`src/rtl/ahb_slave_mem.sv`:
```
`default_nettype none
`timescale 1ns/1ps
// ============================================================================
// Module      : ahb_slave_mem
// Description : AHB-Lite slave with an internal word-addressed register file.
//               Accepts NONSEQ/SEQ transfers and decodes a DEPTH*4-byte
//               window at BASE_ADDR. Inserts WAIT_STATES wait cycles per
//               OKAY data phase. Writes land on the edge that ends the
//               final data-phase cycle. Reads are driven combinationally
//               during that cycle.
// Revision    : 1.0 - initial release
// ----------------------------------------------------------------------------
// Parameters
//   BASE_ADDR   : window base address, aligned to DEPTH*4
//   DEPTH       : number of 32-bit words (power of two)
//   WAIT_STATES : wait cycles inserted before each OKAY data phase (0..7)
// Ports
//   Hclk        in   clock, rising edge
//   Hreset      in   synchronous active-high reset
//   Hreadyin    in   bus HREADY; the address phase is sampled only when high
//   Htrans[1:0] in   IDLE/BUSY/NONSEQ/SEQ
//   Hwrite      in   1 = write
//   Haddr[31:0] in   byte address (bits [1:0] ignored)
//   Hwdata[31:0]in   write data (data phase)
//   Hreadyout   out  slave ready (registered)
//   Hresp[1:0]  out  00 OKAY / 01 ERROR (registered)
//   Hrdata[31:0]out  read data during the final data-phase cycle, else 0
// Build option
//   AHB_SLV_ERR_EN : when defined, out-of-window accesses get the two-cycle
//                    ERROR response. Otherwise they get a zero-wait OKAY,
//                    writes are dropped and reads return 0.
// ============================================================================
module ahb_slave_mem #(
    parameter logic [31:0] BASE_ADDR   = 32'h8000_0000,
    parameter int          DEPTH       = 32,
    parameter int          WAIT_STATES = 0
) (
    input  logic        Hclk,
    input  logic        Hreset,
    input  logic        Hreadyin,
    input  logic [1:0]  Htrans,
    input  logic        Hwrite,
    input  logic [31:0] Haddr,
    input  logic [31:0] Hwdata,
    output logic        Hreadyout,
    output logic [1:0]  Hresp,
    output logic [31:0] Hrdata
);

    localparam int         c_IDX_W   = $clog2(DEPTH);
    localparam logic [2:0] c_WS_INIT = (WAIT_STATES > 0) ? 3'(WAIT_STATES - 1) : 3'd0;

    typedef enum logic [2:0] {
        ST_IDLE = 3'd0,
        ST_WAIT = 3'd1,
        ST_DATA = 3'd2,
        ST_ERR1 = 3'd3,
        ST_ERR2 = 3'd4
    } state_t;

    state_t               r_state;
    state_t               w_next;
    state_t               w_acc_state;
    logic [2:0]           r_cnt;
    logic [2:0]           w_cnt_next;
    logic                 r_hreadyout;
    logic                 r_write;
    logic                 r_hit;
    logic [c_IDX_W-1:0]   r_idx;
    logic [31:0]          r_mem [DEPTH];

    logic                 w_accept;
    logic                 w_hit;
    logic [c_IDX_W-1:0]   w_idx;
    logic                 w_unused;

    // Only NONSEQ/SEQ (Htrans[1]) are real transfers; byte lanes are not
    // supported, so the low address bits and Htrans[0] carry no information.
    assign w_accept = Hreadyin & r_hreadyout & Htrans[1];
    assign w_hit    = (Haddr[31:c_IDX_W+2] == BASE_ADDR[31:c_IDX_W+2]);
    assign w_idx    = Haddr[c_IDX_W+1:2];
    assign w_unused = ^{Haddr[1:0], Htrans[0]};

    // Next-state and wait-counter logic.
    always_comb begin
        w_next      = r_state;
        w_cnt_next  = r_cnt;
        w_acc_state = ST_DATA;

        if (w_hit) begin
            if (WAIT_STATES > 0) begin
                w_acc_state = ST_WAIT;
            end else begin
                w_acc_state = ST_DATA;
            end
        end else begin
`ifdef AHB_SLV_ERR_EN
            w_acc_state = ST_ERR1;
`else
            w_acc_state = ST_DATA;
`endif
        end

        case (r_state)
            ST_WAIT: begin
                if (r_cnt == 3'd0) begin
                    w_next = ST_DATA;
                end else begin
                    w_cnt_next = r_cnt - 3'd1;
                end
            end
            ST_ERR1: begin
                w_next = ST_ERR2;
            end
            default: begin
                // IDLE, DATA and ERR2 all present Hreadyout=1, so a new
                // address phase can be taken here without a bubble.
                w_next = ST_IDLE;
                if (w_accept) begin
                    w_next     = w_acc_state;
                    w_cnt_next = c_WS_INIT;
                end
            end
        endcase
    end

    always_ff @(posedge Hclk) begin
        if (Hreset) begin
            r_state     <= ST_IDLE;
            r_cnt       <= 3'd0;
            r_hreadyout <= 1'b1;
            r_write     <= 1'b0;
            r_hit       <= 1'b0;
            r_idx       <= '0;
            for (int i = 0; i < DEPTH; i++) begin
                r_mem[i] <= '0;
            end
        end else begin
            r_state     <= w_next;
            r_cnt       <= w_cnt_next;
            // Ready is registered from the next state so it is glitch-free.
            r_hreadyout <= (w_next != ST_WAIT) && (w_next != ST_ERR1);
            if (w_accept) begin
                r_write <= Hwrite;
                r_hit   <= w_hit;
                r_idx   <= w_idx;
            end
            if ((r_state == ST_DATA) && r_write && r_hit) begin
                r_mem[r_idx] <= Hwdata;
            end
        end
    end

`ifdef AHB_SLV_ERR_EN
    logic [1:0] r_hresp;

    always_ff @(posedge Hclk) begin
        if (Hreset) begin
            r_hresp <= 2'b00;
        end else begin
            r_hresp <= ((w_next == ST_ERR1) || (w_next == ST_ERR2)) ? 2'b01 : 2'b00;
        end
    end

    assign Hresp = r_hresp;
`else
    assign Hresp = 2'b00;
`endif

    assign Hreadyout = r_hreadyout;
    // Out-of-window reads return zero; the index is meaningless for them.
    assign Hrdata    = ((r_state == ST_DATA) && r_hit) ? r_mem[r_idx] : 32'h0;

endmodule
`default_nettype wire

```
`config.mk`:
```
export PLATFORM = sky130hd
export DESIGN_NAME = ahb_slave_mem
export DESIGN_NICKNAME = d
export VERILOG_FILES = /design/src/rtl/ahb_slave_mem.sv
export SDC_FILE = /design/constraint.sdc
export NUM_CORES = 1
export LEC_CHECK = 0
export ABC_AREA = 1
export BUFFER_PORTS_ARGS = -buffer_cell sky130_fd_sc_hd__buf_2
export CAP_MARGIN = 5
export CORE_ASPECT_RATIO = 2
export CORE_MARGIN = 2
export CORE_UTILIZATION = 61
export CTS_CLUSTER_SIZE = 30
export DETAILED_ROUTE_END_ITERATION = 10
export PLACE_DENSITY_LB_ADDON = 0.2
export SLEW_MARGIN = 30
export SYNTH_ARGS = -nofsm -noshare
export SYNTH_HDL_FRONTEND = slang
export SYNTH_SLANG_ARGS = --single-unit
```
`constraint.sdc`:
```
create_clock -name Hclk -period 2.78 [get_ports Hclk]
set_input_delay 0.139 -clock Hclk [delete_from_list [all_inputs] [get_ports Hclk]]
set_output_delay 0.139 -clock Hclk [all_outputs]
set_load 0.01 [all_outputs]
```
==> flow_summary.yaml, run 1 <==
worst_setup_path:
  critPathCaptureType: "primary output"
  cpMostUsedCell: "nand2_1"
  worstSetupPathType: "reg2out"
  critPathRequiredTime_ns: 2.64
  cp_cell_sequence: "buf_12 > clkinv_16 > buf_4 > clkbuf_16 > nand2_1 > nand3_1 > nand3_1 > nand2_1 > nand2_1 > nand3_1 > nand2_1 > nor2_1 > buf_2"
  startpoint_type: "flop"
  max_stage_delay_ns: 0.42
  cp_max_fo: 23
  cp.arrival_ns: 2.66
  slowest_stage: "dfxtp_4"
drt:
  viasPerCell: 6.03
  drcViolationCount: 0
  wl_per_cell_um: 22.6
  drt_pass1_iterations: 6
  dr.first_iter.drc_count: 3905
  ant_nets: 0
  wl_um: 136000
  vias: 36115
clock_network:
  cts.path.max_buffers: 3
  cts-root-buf: "clkbuf_16"
  clock_sinks: 1043
  cts_tree: "done"
  cts_buffers: 84
  path_clk_slew_ns: 0.07
  clk_latency_ns: 0.66
  htreeDepth: 3
yosys:
  syn_inst: 4902
  netlist-cell-type-count: 26
  ys_seq_area_share_pct: 66.0
  synth_warnings: 0
  netlist_area_sq_um: 47200
  ys_seq_elements: 1043
  synth_area_per_cell_sq_um: 9.62
power:
  leakage_nw: 21.5
  vdd_drop_max_v: 0.000526
  power-per-cell-area_nw_per_um2: 626
timing:
  tightestPinTransition_ns: 0.903
  finalSetupViolCount: 2
  period_minus_slack_ns: 2.80
  whs_ns: 0.0513
  fmax_mhz: 357
  maxSlewViolCount: 0
  setup_ws_ns: -0.0215
  rsz0062_at_grt: "true"
  slew_headroom_pct: 39.8
  skew_ns: 0.0208
  finalCritPeriodShare_pct: 101
  hold_viol_final: 0
place:
  pre_cts_slack_ns: 0.374
  postPlaceCellArea_sq_um: 48900
  port_buffers: 99
  place_congestion: 0.852
  hpwl_um: 75000
global_routing:
  grt.overflow.total: 0
  grt_max_degree: 98
  grt_pass1_vias: 35253
  antenna_found_initial: 0
  grt.total_usage_pct: 33.3
  grt_first_pass_wirelength_um: 199000
outcome:
  run_status: "complete, but fails checks"
  failed_checks: "negative setup slack"
floorplan:
  ios: 105
  die_x_um: 201
  die_h_um: 397
  dieArea_sq_um: 79700
  start_util_pct: 61.5
  rows: 144
  core_sq_um: 76800
finish:
  fill_cells: 5666
  nets: 4970
  post-route-util_pct: 69.4
  syn2layout_area_growth_pct: 12.9
  design_area_sq_um: 53200
  drive_gt1_share_pct: 11.1
worst_hold_path:
  hold_class: "in2reg"
run:
  maxCapViolCount: 0
area by class of cell:
cell class / instances / area (sq um) / area share [%]
diodes: 1 / 2.50 / 0.00470
clock buffers: 109 / 2330 / 4.38
clock inverters: 44 / 399 / 0.750
inverters: 53 / 254 / 0.477
multi-input cells: 3387 / 14100 / 26.4
flip-flops and latches: 1043 / 31100 / 58.5
well taps: 1022 / 1280 / 2.40
repair buffers: 326 / 3710 / 6.98
repair inverters: 3 / 33.8 / 0.0635
per-stage QoR:
| stage | instances | setup TNS, ns | power (mW) |
|---|---|---|---|
| detailed placement | 5768 | 0 | 21.1 |
| global placement | 5768 | 0 | 21.1 |
| floorplan | 4903 | 0 | 20.0 |
| global route | 5987 | -1.21 | 34.2 |
| CTS | 5967 | -0.0531 | 33.2 |
| finish | 5988 | -0.0224 | 33.3 |
critical path, delay by kind of cell, from the launching register on:
| kind | cells | cell delay (ns) |
|---|---|---|
| simple gates | 8 | 0.76 |
| buf+inv | 5 | 0.80 |
| flops | 1 | 0.42 |
placed cells by master (no fill, tap or decap), types with 7 or more instances in the layout:
cell type,netlist,final
nand2_1,1316,1304
nor2_1,1208,1175
edfxtp_1,1024,1024
nand3_1,693,692
buf_4,2,120
clkbuf_16,0,100
buf_2,149,97
o21ai_0,85,73
nor2_2,29,55
inv_1,49,43
buf_12,0,42
buf_16,0,29
clkinv_2,0,22
o21ai_1,10,21
nand2_2,7,19
clkbuf_1,215,17
dfxtp_1,19,15
a21oi_1,12,11
nor3_1,11,11
clkinv_1,0,10
dlygate4sd3_1,0,10
buf_6,21,8
inv_2,4,7
nor2_4,0,7
bufinv_16,0,7
flip-flops by register name, summed over array words and instances, names as in the netlist, named ones only:
signal / flops
r_cnt: 3
Hreadyout: 1
r_state: 3
r_write: 1
r_hit: 1
r_idx: 5
r_mem: 1024
layer usage:
layer | global-route usage [%] | wire length [um] | up-vias
li1 | - | - | 16218
met1 | 37.2 | 44800 | 17255
met2 | 59.9 | 71800 | 2229
met3 | 4.78 | 12500 | 413
met4 | 20.4 | 6510 | 0
met5 | 0 | 0 | -
report_power, final:
group	leakage [nW]	internal, mW	switching (mW)
registers	10.7	17.7	0.162
clock network	1.35	6.59	5.47
logic	9.40	1.07	2.34
cells in the mapped netlist (all sizes together):
cell type,count,area (sq um)
or2,2,12.5
clkbuf,215,807
o21ai,95,475
nor3b,1,7.51
edfxtp,1024,30700
a21oi,12,60.1
nor4,3,18.8
ha,2,25.0
nand2,1323,4980
inv,53,199
buf,205,1120
conb,1,3.75
dfxtp,19,380
nor2,1237,4720
nor3,15,120
nand3,694,3490
nand4,1,6.26
cells by family after synthesis:
logic type      Yosys count  share of synthesized area (%)
other cells               1                        0.00795
fa+ha+maj                 2                         0.0530
buf+inv                 473                           4.51
flops                  1043                           66.0
compound gates          107                           1.14
simple gates           3276                           28.3
path summary, 6_finish.rpt:
check        startpoint      endpoint  slack [ns]  depth (start not counted)
min           Hwdata[9]   r_mem[5][9]        0.05                          3
min reg2reg  r_state[1]    r_state[2]        0.48                          2
max reg2reg  r_state[0]  r_mem[2][10]        0.52                          8
max                flop    Hrdata[31]       -0.02                         13
what timing repair did:
action                                  in CTS  in global routing
resized for setup                           57                 75
hold buffers                                10                  0
endpoints found under the hold margin       16                  0
pin swaps                                    1                 17
gates cloned                                19                 11
buffers inserted                            17                 11
endpoints found under the setup margin      32                 29
Power figures use the tool's default switching activity.
==> inputs of run 2 (changes only) <==
==> constraint.sdc (replaced) <==
create_clock -name Hclk -period 3.4 [get_ports Hclk]
set_input_delay 0.17 -clock Hclk [delete_from_list [all_inputs] [get_ports Hclk]]
set_output_delay 0.17 -clock Hclk [all_outputs]
set_load 0.01 [all_outputs]
==> run 2 against run 1 <==
  * The flow now finishes without violations
  * Via count shrank 3.6%
  * First-iteration DRC count shrank 13%
  * Clock skew shrank 0.0039 ns
  * Clock power shrank 17%
  * Core utilization shrank 2.5 points
  * Hold slack gained 0.0080 ns
  * Largest power group unchanged
  * Highest routed layer unchanged
  * Critical path depth shrank 2
  * Combinational power shrank 31%
==> flow_summary.yaml, run 2 (synthesized netlist as in run 1, its figures left out) <==
outcome:
  run_status: "complete, no violations"
power:
  pwr-share-seq_pct: 53.9
  vdd_drop_max_v: 0.000328
  p_sw_share_pct: 23.6
  leakage_nw: 20.6
  comb_power_share_pct: 8.6
  power-per-cell-area_nw_per_um2: 528
  pwr-share-clk_pct: 37.4
  switchingPower_mw: 6.38
  p_int_mw: 20.7
global_routing:
  antenna_found_initial: 0
  grt_max_degree: 152
  grt_pass1_vias: 34770
  grt_first_pass_wirelength_um: 192000
  grt.total_usage_pct: 31.7
  grt.overflow.total: 0
floorplan:
  die_h_um: 397
  rows: 144
  core_sq_um: 76800
  die_x_um: 201
  dieArea_sq_um: 79700
  start_util_pct: 61.5
  ios: 105
clock_network:
  clock_sinks: 1043
  cts_buffers: 84
  htreeDepth: 3
  clk_latency_ns: 0.67
  cts.path.max_buffers: 3
  post_cts_buffers: 0
  cts-root-buf: "clkbuf_16"
  path_clk_slew_ns: 0.07
  cts_tree: "done"
finish:
  antenna_cells: 0
  max_flop_register: "r_mem"
  nets: 4889
  design_area_sq_um: 51300
  drive_gt1_share_pct: 8.86
  top_regs: "r_mem: 1024 flops, r_idx: 5 flops"
  fill_cells: 5965
  mostFrequentLayoutCell: "nand2_1"
  syn2layout_area_growth_pct: 8.80
  mostFrequentLayoutCells: "nand2_1 (1310), nor2_1 (1208), edfxtp_1 (1024)"
  largest_reg_flops: 1024
timing:
  period_minus_slack_ns: 3.30
  hold_viol_final: 0
  tightestPinTransition_ns: 1.01
  fmax_mhz: 303
  maxSlewViolCount: 0
  finalSetupViolCount: 0
  skew_ns: 0.0169
  finalCritPeriodShare_pct: 97.0
  slew_headroom_pct: 32.5
  rsz0062_at_grt: "true"
  whs_ns: 0.0593
drt:
  wl_per_cell_um: 21.2
  dr.first_iter.drc_count: 3414
  vias: 34826
  drt_pass1_iterations: 7
  drcViolationCount: 0
  viasPerCell: 5.89
  ant_nets: 0
  wl_um: 125000
worst_setup_path:
  worstSetupPathType: "reg2out"
  critPathRequiredTime_ns: 3.23
  critPathCaptureType: "primary output"
  r2r_start: "r_state[0]"
  startpoint_type: "flop"
  cp_max_fo: 69
  cp.arrival_ns: 3.13
place:
  postPlaceCellArea_sq_um: 48400
  hpwl_um: 73200
  port_buffers: 99
  place_congestion: 0.832
run:
  maxCapViolCount: 0
worst_hold_path:
  min-delay-start: "Haddr[2]"
  hold_class: "in2reg"
-- run 2: repair_timing --
| item | in CTS | in global routing |
|---|---|---|
| resized for setup | 0 | 2 |
| hold endpoints to repair | 12 | 0 |
| hold buffers | 8 | 0 |
| endpoints found under the setup margin | 0 | 10 |
-- run 2: area by class of cell --
type / instances / area, sq um / share of cell area [%]
clock buffers: 102 / 2270 / 4.43
clock inverters: 53 / 558 / 1.09
inverters: 53 / 224 / 0.436
multi-input cells: 3387 / 13900 / 27.1
flip-flops and latches: 1043 / 31100 / 60.7
well taps: 1022 / 1280 / 2.49
repair buffers: 248 / 1910 / 3.73
-- run 2: per-layer routing --
metal  vias up  wire length [um]  part of all wire [%]  GRT usage, %
met3       432             10400                   8.3          3.90
met5         -                 0                     0             0
li1      16028                 -                     -             -
met2      1811             65500                    52          56.9
met1     16555             42900                    34          36.0
met4         0              6600                   5.3          19.4
-- run 2: stage by stage --
| step | setup WS [ns] | utilization, % | power, mW | instances | TNS, ns |
|---|---|---|---|---|---|
| after global routing | -0.0130 | 66.9 | 27.8 | 5908 | -0.0305 |
| final | 0.103 | 66.9 | 27.1 | 5908 | 0 |
| after floorplan | 0.932 | - | 16.4 | 4903 | 0 |
| after global placement | 0.804 | 63.1 | 17.1 | 5745 | 0 |
| after CTS | 0.0371 | 66.9 | 27.1 | 5908 | 0 |
| after detailed placement | 0.794 | 63.1 | 17.2 | 5745 | 0 |
-- run 2: worst paths after layout --
check	end	slack, ns	cells past startpoint
worst max register to register	r_mem[5][2]	0.90	9
worst max-delay path	Hrdata[6]	0.10	11
worst min-delay path	r_idx[0]	0.06	3
worst min register to register	r_state[2]	0.46	2
-- run 2: worst max-delay path: stages (launching register included) --
cell and delay [ns]:
dfxtp_4 0.40, buf_12 0.32, buf_12 0.33, nor2_1 0.11, nor2_1 0.09, o21ai_0 0.13, o21ai_1 0.12, nor2_1 0.07
nor2_1 0.19, nor2_1 0.10, nor2_1 0.28, buf_2 0.20
-- run 2: power groups by stage --
stage          Clock [mW]  Combinational, mW  Sequential [mW]
2_1_floorplan           0               1.52             14.9
3_3_place_gp            0               2.28             14.9
3_5_place_dp            0               2.31             14.9
4_1_cts              10.2               2.33             14.6
5_1_grt              10.6               2.56             14.6
6_report             10.1               2.34             14.6
